==> src/rtl/wb_arbiter2.sv <==
// wb_arbiter2 -- two-master Wishbone arbiter with per-transfer watchdog.
//   m0_* : master 0 (core data port)       m1_* : master 1 (UART loader / DMA)
//   s_*  : shared slave (data memory)      grant_o : one-hot owner (01=m0, 10=m1)
// Ownership is held for the full cyc_i so locked/burst cycles are never split;
// every handover goes through one IDLE cycle. Ties from IDLE are round-robin.
// A watchdog counts unanswered strobe cycles; on reaching TIMEOUT it errors
// the owner for one cycle and drops s_cyc_o/s_stb_o for that cycle.
module wb_arbiter2 #(
  parameter int ADR_W   = 32,
  parameter int TIMEOUT = 255
) (
  input  logic             clk,
  input  logic             reset_n,
  // master 0
  input  logic             m0_cyc_i,
  input  logic             m0_stb_i,
  input  logic             m0_we_i,
  input  logic [ADR_W-1:0] m0_adr_i,
  input  logic [31:0]      m0_dat_i,
  input  logic [3:0]       m0_sel_i,
  output logic             m0_ack_o,
  output logic             m0_err_o,
  output logic [31:0]      m0_dat_o,
  // master 1
  input  logic             m1_cyc_i,
  input  logic             m1_stb_i,
  input  logic             m1_we_i,
  input  logic [ADR_W-1:0] m1_adr_i,
  input  logic [31:0]      m1_dat_i,
  input  logic [3:0]       m1_sel_i,
  output logic             m1_ack_o,
  output logic             m1_err_o,
  output logic [31:0]      m1_dat_o,
  // slave
  output logic             s_cyc_o,
  output logic             s_stb_o,
  output logic             s_we_o,
  output logic [ADR_W-1:0] s_adr_o,
  output logic [31:0]      s_dat_o,
  output logic [3:0]       s_sel_o,
  input  logic             s_ack_i,
  input  logic             s_err_i,
  input  logic [31:0]      s_dat_i,
  // arbitration status
  output logic [1:0]       grant_o
);

  localparam int CW = $clog2(TIMEOUT + 1);
  localparam logic [CW-1:0] TO_CNT = CW'(TIMEOUT);

  typedef enum logic [1:0] {IDLE = 2'd0, OWN0 = 2'd1, OWN1 = 2'd2} state_t;

  state_t        state, state_nxt;
  logic          last1;          // 1: m1 was granted most recently
  logic [CW-1:0] wd_cnt, wd_cnt_nxt;
  logic          own_stb;
  logic          to_fire;        // watchdog expiry this cycle (ack wins over it)

  always_ff @(posedge clk or negedge reset_n) begin
    if (!reset_n) begin
      state  <= IDLE;
      last1  <= 1'b1;
      wd_cnt <= '0;
    end else begin
      state  <= state_nxt;
      wd_cnt <= wd_cnt_nxt;
      if (state_nxt == OWN0)      last1 <= 1'b0;
      else if (state_nxt == OWN1) last1 <= 1'b1;
    end
  end

  // Next state: no direct OWN0<->OWN1 path, so a handover always costs one IDLE.
  always_comb begin
    state_nxt = state;
    case (state)
      IDLE: begin
        if (m0_cyc_i && m1_cyc_i) state_nxt = last1 ? OWN0 : OWN1;
        else if (m0_cyc_i)        state_nxt = OWN0;
        else if (m1_cyc_i)        state_nxt = OWN1;
      end
      OWN0:    if (!m0_cyc_i) state_nxt = IDLE;
      OWN1:    if (!m1_cyc_i) state_nxt = IDLE;
      default: state_nxt = IDLE;
    endcase
  end

  // Watchdog
  always_comb begin
    own_stb = 1'b0;
    if (state == OWN0)      own_stb = m0_stb_i;
    else if (state == OWN1) own_stb = m1_stb_i;
    to_fire = (wd_cnt == TO_CNT) && !s_ack_i;
    if (state == IDLE || state_nxt == IDLE || !own_stb ||
        s_ack_i || s_err_i || wd_cnt == TO_CNT)
      wd_cnt_nxt = '0;
    else
      wd_cnt_nxt = wd_cnt + 1'b1;
  end

  // Request/response muxing; everything defaults to zero so IDLE and the
  // non-owner see a quiet bus.
  always_comb begin
    grant_o  = 2'b00;
    s_cyc_o  = 1'b0;
    s_stb_o  = 1'b0;
    s_we_o   = 1'b0;
    s_adr_o  = '0;
    s_dat_o  = '0;
    s_sel_o  = '0;
    m0_ack_o = 1'b0;
    m0_err_o = 1'b0;
    m0_dat_o = '0;
    m1_ack_o = 1'b0;
    m1_err_o = 1'b0;
    m1_dat_o = '0;
    case (state)
      OWN0: begin
        grant_o  = 2'b01;
        s_cyc_o  = m0_cyc_i & ~to_fire;
        s_stb_o  = m0_stb_i & ~to_fire;
        s_we_o   = m0_we_i;
        s_adr_o  = m0_adr_i;
        s_dat_o  = m0_dat_i;
        s_sel_o  = m0_sel_i;
        m0_ack_o = s_ack_i;
        m0_err_o = s_err_i | to_fire;
        m0_dat_o = s_dat_i;
      end
      OWN1: begin
        grant_o  = 2'b10;
        s_cyc_o  = m1_cyc_i & ~to_fire;
        s_stb_o  = m1_stb_i & ~to_fire;
        s_we_o   = m1_we_i;
        s_adr_o  = m1_adr_i;
        s_dat_o  = m1_dat_i;
        s_sel_o  = m1_sel_i;
        m1_ack_o = s_ack_i;
        m1_err_o = s_err_i | to_fire;
        m1_dat_o = s_dat_i;
      end
      default: ;
    endcase
  end

endmodule
==> config.mk <==
export PLATFORM = sky130hd
export DESIGN_NAME = wb_arbiter2
export DESIGN_NICKNAME = d
export VERILOG_FILES = /design/src/rtl/wb_arbiter2.sv
export SDC_FILE = /design/constraint.sdc
export NUM_CORES = 1
export LEC_CHECK = 0
export BUFFER_PORTS_ARGS = -buffer_cell sky130_fd_sc_hd__buf_2
export CORE_AREA = 2 2 123 125
export CTS_BUF_LIST = sky130_fd_sc_hd__clkbuf_4 sky130_fd_sc_hd__clkbuf_8
export DETAILED_ROUTE_END_ITERATION = 8
export DIE_AREA = 0 0 125 127
export HOLD_SLACK_MARGIN = 0.02
export PLACE_DENSITY_LB_ADDON = 0.08
export SYNTH_ARGS = -nofsm -noshare
export SYNTH_HDL_FRONTEND = slang
export SYNTH_SLANG_ARGS = --single-unit
==> constraint.sdc <==
create_clock -name clk -period 2.38 [get_ports clk]
set_input_delay 0.238 -clock clk [delete_from_list [all_inputs] [get_ports clk]]
set_output_delay 0.238 -clock clk [all_outputs]
set_load 0.03 [all_outputs]
==> flow_summary.yaml <==
logic_synthesis:
  yosysTopAreaCellShare: 0.234
  synth_edf_count: 0
  synth_ff_type: "dfrtp_1"
  yosysTopAreaCell: "a22oi_1"
  ys_warn_count: 0
  ys_ff_latch: 11
  synth_area_per_cell_um2: 7.20
  syn_nets: 494
  yosysSeqAreaShare: 0.125
  synth_cells: 308
  async_reset_ff_frac: 1.00
  netlist_area_um2: 2220
  synthDistinctLibCells: 33
  yosys-top-cells-area: "a22oi_1, nor2b_1, and2_1"
worst_setup_path:
  rr_endpoint: "wd_cnt[5]"
  reg2reg_slack_ps: 230
  crit_path_max_fanout: 106
  required_ps: 2140
  rr_startpoint: "state[1]"
  rr_worst_depth: 9
  endpoint_kind: "output port"
  crit_end: "s_dat_o[23]"
  start_kind: "register"
  crit_type: "reg2out"
  cp-startpoint: "state[1]"
  worstPathArrival_ps: 1990
sta:
  period_minus_slack_ps: 2230
  fin_crit_sh: 0.936
  max-slew-margin-rel: 0.686
  drv_slew: 0
  rsz0062_at_grt: "no"
  tightest_slew_ps: 471
  finalSetupTns_ps: 0
  setup_violations: 0
  hold_viol_final: 0
  fmaxAchievable_ghz: 0.449
  clock_skew_ps: 4.84
clocking:
  cts_buffer_depth: 2
  root_buffer: "clkbuf_8"
  cts_tree: "yes"
  clock_sinks: 11
  cts_setup_buffers: 0
  clkTransAtPathRegs_ps: 50
  clock_latency_ps: 230
  numCtsBuffers: 3
  h-tree-depth: 1
global_route:
  overflow: 0
  use_met3: 0.0197
  antenna_found_initial: 0
  track_usage: 0.135
  use_met2: 0.269
  grt_max_degree: 107
  use_met1: 0.155
  grt_pass1_wl_um: 17700
  busiest_layer: "met2"
  grt_pass1_vias: 3159
floorplanning:
  dieHeight_um: 127
  fp-row-count: 44
  coreArea_um2: 14400
  io_pins: 319
  dieArea_um2: 15900
  die-width_um: 125
  start_util: 0.154
worst_hold_path:
  min_path_type: "in2async"
route:
  drc: 0
  wl_per_cell_um: 15.3
  dr.pass1.iters: 4
  vias: 3347
  viasPerCell: 4.25
  detail-route-antenna-nets: 0
  drtIter0Drc: 103
  wirelength_um: 12000
layout:
  final_core_util: 0.282
  n_antenna_cell: 0
  final_cell_mix: "buf_2, nor2b_1, a22oi_1"
  final_cell_area_um2: 4070
  area_delta_synth_final_pct: 83.6
  fin_nets: 791
  drive_above_1_share: 0.558
  final_common_cell: "buf_2"
outcome:
  run_status: "completed"
power:
  power_density_nw_per_um2: 1110
  power_leakage_nw: 2.22
  irDropWorstVdd_uv: 746
place:
  place_area_um2: 4010
  dp_hpwl_um: 9520
  gp_congestion: 0.772
  placement.io_buffers: 318
job:
  drv_cap: 0
[per-stage QoR]
step | worst slack [ps] | hold WS [ps] | power (mW) | cells
floorplan | 44.4 | -57.6 | 3.17 | 308
global placement | 221 | 134 | 4.36 | 783
detailed placement | 130 | 136 | 4.39 | 783
CTS | 121 | 420 | 4.60 | 788
global route | 9.43 | 441 | 4.89 | 788
finish | 153 | 415 | 4.54 | 788
[worst max-delay path: stages (launching register included)]
cell and delay, ps:
dfrtp_1 460, inv_1 150, ha_4 160, buf_12 310, a22oi_1 220, nor2b_1 150
buf_2 210
[registers in the layout, indices dropped and copies added, names as in the netlist]
signal,count
last1,1
wd_cnt,8
state,2
[power breakdown]
part	internal, mW	total [mW]	switching, mW
logic	1.41	4.10	2.69
clock network	0.128	0.192	0.0636
registers	0.216	0.244	0.0280
[worst min-delay path by stage]
| stage | from | to | slack, ps | cells past startpoint |
|---|---|---|---|---|
| CTS | reset_n | state[1] | 420 | 2 |
| detailed placement | reset_n | wd_cnt[3] | 140 | 1 |
| global placement | reset_n | state[1] | 130 | 1 |
| global route | reset_n | state[1] | 440 | 2 |
| floorplan | reset_n | state[0] | -60 | 0 |
| finish | reset_n | state[1] | 410 | 2 |
[synthesized netlist by cell type (all sizes together) (2+ instances only)]
cell    count
nor2b      70
a22oi      69
and2       68
clkbuf     21
buf        10
dfrtp      10
ha          8
nor2        5
o21ai       5
a21oi       4
inv         4
nor3        4
mux2i       3
nand2       3
nand3       3
a21o        2
nand4       2
o21a        2
o21ba       2
or3         2
xnor2       2
[kinds of logic (layout without fill, tap and decap cells)]
| kind of cell | after synthesis | count (layout) | share of synthesized area |
|---|---|---|---|
| AOI/OAI and AO/OA | 88 | 88 | 0.295 |
| xor gates and xnor gates | 3 | 3 | 0.0119 |
| adders and majority gates | 8 | 8 | 0.0451 |
| buffers and inverters | 35 | 331 | 0.0649 |
| DFF | 11 | 11 | 0.125 |
| muxes | 3 | 3 | 0.0135 |
| and+or+nand+nor | 160 | 160 | 0.445 |
[per-layer routing]
| layer | up-vias | wire [um] |
|---|---|---|
| li1 | 1672 | - |
| met2 | 139 | 6680 |
| met3 | 10 | 657 |
| met1 | 1526 | 4560 |
| met5 | - | 0 |
| met4 | 0 | 142 |
[area by class of cell]
cell class | instances | area, um^2
repair buffers | 323 | 1670
inverters | 4 | 15.0
flip-flops and latches | 11 | 277
multi-input cells | 262 | 1830
fillers | 1601 | 10400
clock buffers | 4 | 48.8
well taps | 184 | 230
[timing repair]
| item | 4_1_cts | 5_1_grt |
|---|---|---|
| setup endpoints to repair | 0 | 7 |
| hold buffers | 1 | 0 |
| endpoints found under the hold margin | 10 | 0 |
| gates resized for setup | 0 | 1 |
No activity file was read; power rests on OpenSTA's default activity.
